===== src/rtl/uart_cmd_pkg.sv =====
// Byte classes, command codes and FSM state types shared by the UART command register bank.
// Combinational decode only. No latency and no backpressure live here.
package uart_cmd_pkg;

    localparam logic [7:0] CMD_M  = 8'h6D;
    localparam logic [7:0] CMD_W  = 8'h77;
    localparam logic [7:0] CMD_I  = 8'h69;
    localparam logic [7:0] CMD_R  = 8'h72;
    localparam logic [7:0] CMD_N  = 8'h6E;
    localparam logic [7:0] CMD_C  = 8'h63;
    localparam logic [7:0] CHR_CR = 8'h0D;
    localparam logic [7:0] CHR_LF = 8'h0A;
    localparam logic [7:0] NIB_LO = 8'h30;
    localparam logic [7:0] NIB_HI = 8'h3F;

    typedef enum logic [1:0] {ST_IDLE, ST_CONSUME, ST_EXEC, ST_RESP} state_t;
    typedef enum logic [1:0] {TX_IDLE, TX_WAIT, TX_PULSE, TX_GAP} tx_state_t;
    typedef enum logic [2:0] {OP_NIB, OP_ADDR, OP_CLR, OP_WR, OP_RD, OP_DROP, OP_ERR} op_t;

    typedef struct packed {
        op_t  op;
        logic incr;
    } cmd_t;

    function automatic cmd_t decode_cmd(input logic [7:0] b);
        cmd_t c;
        c.op   = OP_ERR;
        c.incr = 1'b0;
        if (b >= NIB_LO && b <= NIB_HI) begin
            c.op = OP_NIB;
        end else begin
            case (b)
                CMD_M:          c.op = OP_ADDR;
                CMD_C:          c.op = OP_CLR;
                CMD_W:          c.op = OP_WR;
                CMD_I:          begin c.op = OP_WR; c.incr = 1'b1; end
                CMD_R:          c.op = OP_RD;
                CMD_N:          begin c.op = OP_RD; c.incr = 1'b1; end
                CHR_CR, CHR_LF: c.op = OP_DROP;
                default:        c.op = OP_ERR;
            endcase
        end
        return c;
    endfunction

endpackage


===== src/rtl/regbank_tx_seq.sv =====
// Serialises a DATA_W read value into raw bytes, most significant byte first.
// Latency: one cycle from start to the first wait. Backpressure: each byte waits in TX_WAIT for i_tx_ready.
module regbank_tx_seq
    import uart_cmd_pkg::*;
#(
    parameter int DATA_W = 8,
    parameter int CNT_W  = 1
) (
    input  logic              i_clk,
    input  logic              i_reset,
    input  logic              i_start,
    input  logic [DATA_W-1:0] i_value,
    input  logic [CNT_W-1:0]  i_nbytes,
    input  logic              i_tx_ready,
    output logic              o_tx_write,
    output logic [7:0]        o_tx_data,
    output logic              o_done
);

    tx_state_t         r_state;
    tx_state_t         w_state_nx;
    logic [DATA_W-1:0] r_val;
    logic [CNT_W-1:0]  r_left;
    logic [7:0]        r_tx_data;

    always_comb begin
        w_state_nx = r_state;
        case (r_state)
            TX_IDLE:  if (i_start) w_state_nx = TX_WAIT;
            TX_WAIT:  if (i_tx_ready) w_state_nx = TX_PULSE;
            TX_PULSE: w_state_nx = TX_GAP;
            // The gap cycle lets the transmitter drop tx_ready before it is looked at again.
            TX_GAP:   w_state_nx = (r_left == '0) ? TX_IDLE : TX_WAIT;
            default:  w_state_nx = TX_IDLE;
        endcase
    end

    always_ff @(posedge i_clk) begin
        if (i_reset) begin
            r_state   <= TX_IDLE;
            r_val     <= '0;
            r_left    <= '0;
            r_tx_data <= '0;
        end else begin
            r_state <= w_state_nx;
            if (r_state == TX_IDLE && i_start) begin
                r_val  <= i_value;
                r_left <= i_nbytes;
            end else if (r_state == TX_WAIT && i_tx_ready) begin
                r_tx_data <= r_val[DATA_W-1 -: 8];
                r_val     <= r_val << 8;
                r_left    <= r_left - CNT_W'(1);
            end
        end
    end

    assign o_tx_write = (r_state == TX_PULSE);
    assign o_tx_data  = r_tx_data;
    assign o_done     = (r_state == TX_GAP) && (r_left == '0);

endmodule


===== src/rtl/uart_cmd_regbank.sv =====
// UART byte-command parser driving a bank of output registers and reading back input/output registers.
// Latency: rx_ready->rx_read 1 cycle, write 2 cycles. Backpressure: rx held off while a response drains on tx_ready.
module uart_cmd_regbank
    import uart_cmd_pkg::*;
#(
    parameter int                    DATA_W    = 8,
    parameter int                    ADDR_W    = 8,
    parameter int                    N_OUT     = 20,
    parameter int                    N_IN      = 9,
    parameter logic [N_OUT*DATA_W-1:0] OUT_RESET = '0
) (
    input  logic                    i_clk,
    input  logic                    i_reset,
    input  logic [7:0]              i_rx_data,
    input  logic                    i_rx_ready,
    output logic                    o_rx_read,
    output logic [7:0]              o_tx_data,
    input  logic                    i_tx_ready,
    output logic                    o_tx_write,
    output logic [N_OUT*DATA_W-1:0] o_out_ports,
    output logic [N_OUT-1:0]        o_wr_strobe,
    input  logic [N_IN*DATA_W-1:0]  i_in_ports,
    output logic [7:0]              o_err_count
);

    localparam int SH_W  = (ADDR_W > DATA_W) ? ADDR_W : DATA_W;
    localparam int NB    = DATA_W / 8;
    localparam int CNT_W = $clog2(NB + 1);

    state_t            r_state;
    state_t            w_state_nx;
    logic              r_hold;
    logic [7:0]        r_cmd;
    logic [SH_W-1:0]   r_shift;
    logic [ADDR_W-1:0] r_addr;
    logic [DATA_W-1:0] r_out [N_OUT];
    logic [7:0]        r_err;

    cmd_t              w_cmd;
    logic              w_exec;
    logic              w_wr_ok;
    logic              w_rd_ok;
    logic              w_err;
    logic              w_start;
    logic              w_tx_done;
    logic [ADDR_W-2:0] w_idx;
    logic [DATA_W-1:0] w_rd_val;
    logic [N_OUT-1:0]  w_strobe;

    assign w_cmd   = decode_cmd(r_cmd);
    assign w_exec  = (r_state == ST_EXEC);
    assign w_idx   = r_addr[ADDR_W-2:0];
    assign w_wr_ok = (r_addr < ADDR_W'(N_OUT));

    // Top address bit selects output readback; unmapped slots read as all-ones.
    always_comb begin
        w_rd_val = '1;
        w_rd_ok  = 1'b0;
        if (!r_addr[ADDR_W-1]) begin
            for (int k = 0; k < N_IN; k++) begin
                if (w_idx == (ADDR_W-1)'(k)) begin
                    w_rd_val = i_in_ports[k*DATA_W +: DATA_W];
                    w_rd_ok  = 1'b1;
                end
            end
        end else begin
            for (int k = 0; k < N_OUT; k++) begin
                if (w_idx == (ADDR_W-1)'(k)) begin
                    w_rd_val = r_out[k];
                    w_rd_ok  = 1'b1;
                end
            end
        end
    end

    always_comb begin
        w_strobe = '0;
        if (w_exec && w_cmd.op == OP_WR) begin
            for (int k = 0; k < N_OUT; k++) begin
                if (r_addr == ADDR_W'(k)) w_strobe[k] = 1'b1;
            end
        end
    end

    always_comb begin
        w_err = 1'b0;
        if (w_exec) begin
            case (w_cmd.op)
                OP_ERR:  w_err = 1'b1;
                OP_WR:   w_err = !w_wr_ok;
                OP_RD:   w_err = !w_rd_ok;
                default: w_err = 1'b0;
            endcase
        end
    end

    always_comb begin
        w_state_nx = r_state;
        o_rx_read  = 1'b0;
        w_start    = 1'b0;
        case (r_state)
            // r_hold masks the stale rx_ready that has not yet dropped after the previous rx_read.
            ST_IDLE:    if (i_rx_ready && !r_hold) w_state_nx = ST_CONSUME;
            ST_CONSUME: begin
                o_rx_read  = 1'b1;
                w_state_nx = ST_EXEC;
            end
            ST_EXEC: begin
                if (w_cmd.op == OP_RD) begin
                    w_start    = 1'b1;
                    w_state_nx = ST_RESP;
                end else begin
                    w_state_nx = ST_IDLE;
                end
            end
            ST_RESP:    if (w_tx_done) w_state_nx = ST_IDLE;
            default:    w_state_nx = ST_IDLE;
        endcase
    end

    always_ff @(posedge i_clk) begin
        if (i_reset) begin
            r_state <= ST_IDLE;
            r_hold  <= 1'b0;
            r_cmd   <= '0;
            r_shift <= '0;
            r_addr  <= '0;
            r_err   <= '0;
            for (int k = 0; k < N_OUT; k++) r_out[k] <= OUT_RESET[k*DATA_W +: DATA_W];
        end else begin
            r_state <= w_state_nx;
            r_hold  <= w_exec;
            if (r_state == ST_CONSUME) r_cmd <= i_rx_data;
            if (w_exec) begin
                case (w_cmd.op)
                    OP_NIB:  r_shift <= {r_shift[SH_W-5:0], r_cmd[3:0]};
                    OP_ADDR: r_addr  <= r_shift[ADDR_W-1:0];
                    OP_CLR:  r_shift <= '0;
                    default: ;
                endcase
                if (w_cmd.incr) r_addr <= r_addr + ADDR_W'(1);
            end
            for (int k = 0; k < N_OUT; k++) begin
                if (w_strobe[k]) r_out[k] <= r_shift[DATA_W-1:0];
            end
            if (w_err && r_err != 8'hFF) r_err <= r_err + 8'd1;
        end
    end

    regbank_tx_seq #(
        .DATA_W (DATA_W),
        .CNT_W  (CNT_W)
    ) u_tx_seq (
        .i_clk      (i_clk),
        .i_reset    (i_reset),
        .i_start    (w_start),
        .i_value    (w_rd_val),
        .i_nbytes   (CNT_W'(NB)),
        .i_tx_ready (i_tx_ready),
        .o_tx_write (o_tx_write),
        .o_tx_data  (o_tx_data),
        .o_done     (w_tx_done)
    );

    for (genvar g = 0; g < N_OUT; g++) begin : g_out
        assign o_out_ports[g*DATA_W +: DATA_W] = r_out[g];
    end

    assign o_wr_strobe = w_strobe;
    assign o_err_count = r_err;

endmodule


===== config.mk =====
export PLATFORM = sky130hd
export DESIGN_NAME = uart_cmd_regbank
export DESIGN_NICKNAME = d
export VERILOG_FILES = /design/src/rtl/uart_cmd_pkg.sv /design/src/rtl/regbank_tx_seq.sv /design/src/rtl/uart_cmd_regbank.sv
export SDC_FILE = /design/constraint.sdc
export NUM_CORES = 1
export LEC_CHECK = 0
export ABC_AREA = 1
export CORE_MARGIN = 2
export CORE_UTILIZATION = 45
export CTS_BUF_LIST = sky130_fd_sc_hd__clkbuf_4 sky130_fd_sc_hd__clkbuf_8 sky130_fd_sc_hd__clkbuf_16
export DETAILED_ROUTE_END_ITERATION = 10
export PLACE_DENSITY = 0.78
export SLEW_MARGIN = 0
export SYNTH_ARGS = -nofsm -noshare
export SYNTH_HDL_FRONTEND = slang
export SYNTH_SLANG_ARGS = --single-unit

===== constraint.sdc =====
create_clock -name i_clk -period 2.5 [get_ports i_clk]
set_input_delay 0.375 -clock i_clk [delete_from_list [all_inputs] [get_ports i_clk]]
set_output_delay 0.375 -clock i_clk [all_outputs]
set_load 0.01 [all_outputs]

### After elaboration in Yosys (flattened, before gate mapping)

Memories as Yosys holds them, arrays and structs flattened.
Cells that the tools add are included.
W data, S select, Z words.

* multiplexer cells: 178
* equality and inequality tests: 62
* order comparisons: 3
* bitwise logic cells: 22
* reductions and logical operators: 27
* add/sub/neg operators: 3

Operator list (number)
* $mux W8: 54
* $mux W1: 112
* $eq A8 B4 Y1 const B: 10
* $eq A7 B4 Y1 const B: 8
* $eq A8 B7 Y1 const B: 6
* $eq A8 B3 Y1 const B: 4
* $eq A8 B5 Y1 const B: 4
* $eq A7 B3 Y1 const B: 4
* $eq A7 B5 Y1 const B: 4
* $mux W20: 1
* $or A1 B1 Y1: 20
* $add A8 B1 Y8 const B: 2
* $eq A8 B2 Y1 const B: 2
* $pmux W2 S4: 2
* $pmux W8 S2: 1
* $pmux W3 S5: 1
* $eq A7 B2 Y1 const B: 2
* $mux W2: 5
* $reduce_and A2 Y1: 5
* $eq A2 B2 Y1 const B: 4
* $eq A8 B1 Y1 const B: 1
* $ge A8 B6 Y1 const B: 1
* $le A8 B6 Y1 const B: 1
* $logic_not A8 Y1: 1
* 20 further kinds: 40

* memories kept: 1
* flip-flop bits (word level): 54
* memory bits (writable): 160
* output and inout bits: 198
* input bits: 84

Memories
* r_out: depth 20, bits a word 8, rd ports 20, clocked after memory_dff 0, write ports 20, line uart_cmd_regbank.sv:36 `logic [DATA_W-1:0] r_out [N_OUT];`

### Logic depth before layout (Yosys ltp)

* word-level depth: 26
* depth in mapped cells: 27
* depth with buffers taken out: 27

### Hierarchy

From an unflattened synthesis, not the netlist that was laid out.

* cells, all modules: 1315
* area, all modules: 11020.6 um^2

By module, submodules not included
* uart_cmd_regbank: area an instance 10193.5 um^2, cells an instance 1207, instances 1, sequential area each 5505.3 um^2
* regbank_tx_seq: area an instance 827.0 um^2, cells an instance 108, instances 1, sequential area each 380.4 um^2

### Least setup slack after synthesis

No wires, ideal clock.

* path kind: register to register
* start point: reg r_cmd[4]
* end point: mem r_out[0][0], enable pin
* clock period less this slack: 2.378 ns
* arrival: 2.049 ns
* cell stages (with the launch flop): 9
* slack: 0.122 ns
* cell sequence: dfxtp_1 inv_1 nor4_2 nand4_1 nand2_1 nand2_1 nor3_1 clkinv_1 nand2_1

RTL lines
* start: declaration: line uart_cmd_regbank.sv:33 `logic [7:0] r_cmd;`
* start signal: assignment: line uart_cmd_regbank.sv:133 `if (r_state == ST_CONSUME) r_cmd <= i_rx_data;`
* end: declaration: line uart_cmd_regbank.sv:36

### Final worst setup path

* start point: reg r_addr[0]
* end point: reg u_tx_seq.r_val[1]

* cells in the longest elaborated chain, start to end: 23

RTL lines
* start: declaration: line uart_cmd_regbank.sv:35 `logic [ADDR_W-1:0] r_addr;`
* start signal: assignment: line uart_cmd_regbank.sv:137 `OP_ADDR: r_addr <= r_shift[ADDR_W-1:0];`
* start signal: assignment: line uart_cmd_regbank.sv:141 `if (w_cmd.incr) r_addr <= r_addr + ADDR_W'(1);`
* $logic_not A7 Y1: line uart_cmd_regbank.sv:61, uart_cmd_regbank.sv:68
* $mux W8 (20 in series): line uart_cmd_regbank.sv:68 `if (w_idx == (ADDR_W-1)'(k)) begin`
* $mux W8 (*): line uart_cmd_regbank.sv:59 `if (!r_addr[ADDR_W-1]) begin`
* $mux W8 (*): line regbank_tx_seq.sv:46 `if (r_state == TX_IDLE && i_start) begin`
* end signal: assignment: line regbank_tx_seq.sv:47 `r_val <= i_value;`
* end signal: assignment: line regbank_tx_seq.sv:51 `r_val <= r_val << 8;`
* end: declaration: line regbank_tx_seq.sv:22 `logic [DATA_W-1:0] r_val;`

Mark *: on every way between the ends. The rest lies on a longest branch, timed or not.
A chain may end at the register's enable or synchronous reset.

==> impl_results.md <==
- Outcome: complete, but fails checks
- Failing checks: negative setup slack
- CP max stage cell: dfxtp_4
- Switching Fraction: approximately 23%
- CP top delay family: simple AND/OR/NAND/NOR gates
- Warnings, synthesis: 0
- Clk_skew: 0.0186 ns
- Clk pwr share: 42.4%
- Via/cell ratio: 5.61
- Sink Count: 214
- DR iter-0 viols: roughly 1,100
- Stages on the worst setup path: 19
- Area contributors post-synth: edfxtp_1 (45%), nor2_1 (11%), dfxtp_1 (10%)
- First-pass DRT Iterations: 6
- Dpl cell area: roughly 15,000 um2
- Asr flop ratio synth: 0%
- Min Tclk post-route: between 2 and 3 ns
- Synth top area share: 44.7%
- Pre-CTS setup slack: -0.263 ns
- Overall power: a little under 9000 uW
- Starting density of the core: between 40% and 50%
- Lkg Pwr: a little under 0.007 uW
- CTS tree: built
- Total CTS buffers: 23
- Clk_lat worst skew: roughly 0.52 ns
- Final routed DRC violation total: 0
- RSZ-0062 raised after global routing: true
- DP HPWL: 29.9 mm
- Crit path DAT: 3.01 ns
- Final worst slack: -0.124 ns
- Core footprint: 23,500 um2
- Sequential group share of total power: between 40% and 50%
- Yosys top cell by area: edfxtp_1
- Synth Flop Type: edfxtp_1
- First-pass GRT wire length: ~60 mm
- Seq/Total Area, Yosys: roughly 55%
- Worst-margin pin slew: roughly 0.56 ns
- Worst Reg-to-Reg Cells: 19
- Hold_buf cts: 0
- Most used cell, CP: nand2_1
- Clock-pin slew on the worst setup and hold paths: roughly 0.06 ns
- Share of cells above drive strength 1: about a quarter
- Synthesis-stage register bit count: 214
- Psw: slightly above 2000 uW
- Routed len/inst: 20.9 um
- Vias in the first global route: about 11,000
- Clock buffer depth: 3
- Die area: ~25,000 um2
- Endpoints failing hold: 0
- Antenna violations before repair: 1
- Hold slack: about 0.49 ns
- Hold Path Cell Cnt: 3
- Maximum VDD drop: about 440 uV
- Syn_nets: 1,358
- Antenna violation net count after detailed routing: 0
- CP Capture Type: flop
- Clock root cell: clkbuf_16
- PortBufs: between 200 and 300
- Routed vias: between 10,000 and 15,000
- Fmax: ~0.38 GHz
- Crit start category: flop
- Number of flops mapped to enable cells by yosys: between 150 and 200
- Total GRT Usage: between 30% and 40%
- Final Max Tran Viols: 0
- GPL Wtd Cong: between 0.9 and 1
- Net total in the final layout: 1,822
- Die X: between 150 and 200 um
- Final setup viols: 28
- FP Rows: 56
- Post-synthesis cell type count: 48
- DIE HEIGHT: approximately 160 um
- HP Class: in -> reg
- Overflow after GRT: 0
- Power density over the cells: approximately 500 nW/um2
- Pint: just under 7000 uW
- WP data required: 2.89 ns
- Post-route cell area: between 15,000 and 20,000 um2
- Total negative slack: -1.96 ns
- Worst setup path category: reg -> reg
- Crit-path max cell delay: roughly 0.37 ns
- Synth Area per Inst: 8.50 um2
- Crit Path Max Fanout: 5
- Largest net degree at the start of global routing: 27
- Mapped Area: between 10,000 and 15,000 um2
- Period utilisation layout: 105%
- Worst Path Buf+Inv: 5
- Normalized max-slew margin: a little over three fifths
- Max-Cap Viols: 0
- Cell Chain, Critical Path: buf_6 > ha_4 > inv_4 > buf_4 > nor2_1 > nand2_2 > buf_4 > buf_4 > or2_2 > nand4_1 > nand2_1 > nand2_1 > nand2_1 > nand2_1 > nand2_1 > nand2_1 > nand2_2 > nand2_1 > a21oi_2
- Share of total power in combinational logic: between 10% and 20%
- Io pins: 282
- Wirelength, routed: 43.2 mm
- Synth Instances: 1,265
- P&R area growth vs syn: 60.0%
- H-tree depth: 1
-- power groups by stage --
stage                     combinational (uW)  sequential [uW]  clock (uW)
after detailed placement                 926             4150           0
after floorplan                          328             4180           0
after global routing                    1050             4100        3890
after global placement                   905             4150           0
final                                    973             4080        3720
after CTS                                949             4080        3730
-- cells in the mapped netlist, drive strengths merged, types with 8 or more instances --
master / number
a211oi: 10
a21oi: 118
buf: 16
clkbuf: 29
clkinv: 16
dfxtp: 54
edfxtp: 160
ha: 9
inv: 113
nand2: 232
nand3: 34
nor2: 311
nor3: 18
o211ai: 8
o21ai: 58
o221ai: 10
o22ai: 28
-- timing repair --
item / in CTS / in global routing
cloned: 2 / 2
pin swaps: 44 / 32
setup buffers: 32 / 17
resized for setup: 231 / 108
endpoints found under the setup margin: 114 / 43
-- sequential cells by signal, indices dropped and copies added, names as in the netlist --
register	cells
r_addr	8
r_hold	1
r_state	2
r_cmd	8
u_tx_seq.r_state	2
u_tx_seq.r_val	8
u_tx_seq.r_left	1
r_shift	8
u_tx_seq.o_tx_data	8
r_out	160
o_err_count	8
-- cell usage in the layout, fill, tap and decap left out, types with 9 or more instances in the layout --
| cell | instances |
|---|---|
| nor2_1 | 279 |
| clkdlybuf4s50_1 | 261 |
| nand2_1 | 181 |
| buf_4 | 168 |
| edfxtp_1 | 160 |
| a21oi_1 | 110 |
| inv_1 | 75 |
| dfxtp_1 | 46 |
| o21ai_0 | 40 |
| buf_6 | 32 |
| nand2_2 | 29 |
| inv_2 | 26 |
| nor2_4 | 26 |
| o22ai_1 | 26 |
| clkbuf_16 | 24 |
| nand3_1 | 18 |
| clkinv_1 | 17 |
| buf_12 | 17 |
| o21ai_1 | 16 |
| nand3_2 | 15 |
| nand2_4 | 15 |
| a211oi_1 | 10 |
| inv_4 | 9 |
-- final cells by class --
class / instances / area [um2]
repair buffers: 482 / 4650
inverters: 129 / 537
clock inverters: 16 / 223
repair inverters: 2 / 11.3
well taps: 319 / 399
clock buffers: 26 / 611
diodes: 1 / 2.50
fillers: 1640 / 6270
multi-input cells: 877 / 4870
flip-flops and latches: 214 / 5900
-- metal layers --
metal / up-vias / global-route usage (%) / part of all wire [%]
met5: - / 0 / 0
met4: 0 / 15.5 / 4.6
met3: 153 / 6.37 / 11
met2: 809 / 55.4 / 49
met1: 5426 / 39.4 / 36
li1: 5197 / - / -
-- cells by family (layout without fill, tap and decap cells) --
family	Yosys count	in the layout	synth area share, %
and+or+nand+nor	618	618	24.1
AOI/OAI and AO/OA	246	246	13.2
DFF	214	214	54.7
buffers and inverters	174	655	6.57
adders and majority gates	9	9	1.05
xor gates and xnor gates	4	4	0.326
other	0	1	0
-- path summary, 6_finish.rpt --
check	startpoint	to	slack (ns)
setup / recovery	r_addr[0]$_SDFFE_PP0P_	u_tx_seq.r_val[1]$_SDFFE_PP0P_	-0.12
hold / removal	i_rx_data[7]	r_cmd[7]$_SDFFE_PP0P_	0.49
setup reg to reg	r_addr[0]$_SDFFE_PP0P_	u_tx_seq.r_val[1]$_SDFFE_PP0P_	-0.12
hold reg to reg	u_tx_seq.o_tx_data[3]$_SDFFE_PP0P_	u_tx_seq.o_tx_data[3]$_SDFFE_PP0P_	0.49
-- worst register-to-register path, stage by stage, from the launching register on --
cell     delay, ns
dfxtp_4       0.37
buf_6         0.10
ha_4          0.17
inv_4         0.05
buf_4         0.13
nor2_1        0.23
nand2_2       0.13
buf_4         0.16
buf_4         0.15
or2_2         0.27
nand4_1       0.12
nand2_1       0.07
nand2_1       0.07
nand2_1       0.06
nand2_1       0.07
nand2_1       0.07
nand2_1       0.08
nand2_2       0.06
nand2_1       0.08
a21oi_2       0.06
-- metrics by stage --
stage               util (%)  instances
global placement        64.4       1976
CTS                     71.0       2052
detailed placement      64.4       1976
finish                  73.3       2066
global route            73.3       2066
floorplan                  -       1265
Note: power is estimated with default switching activity, not from simulation.
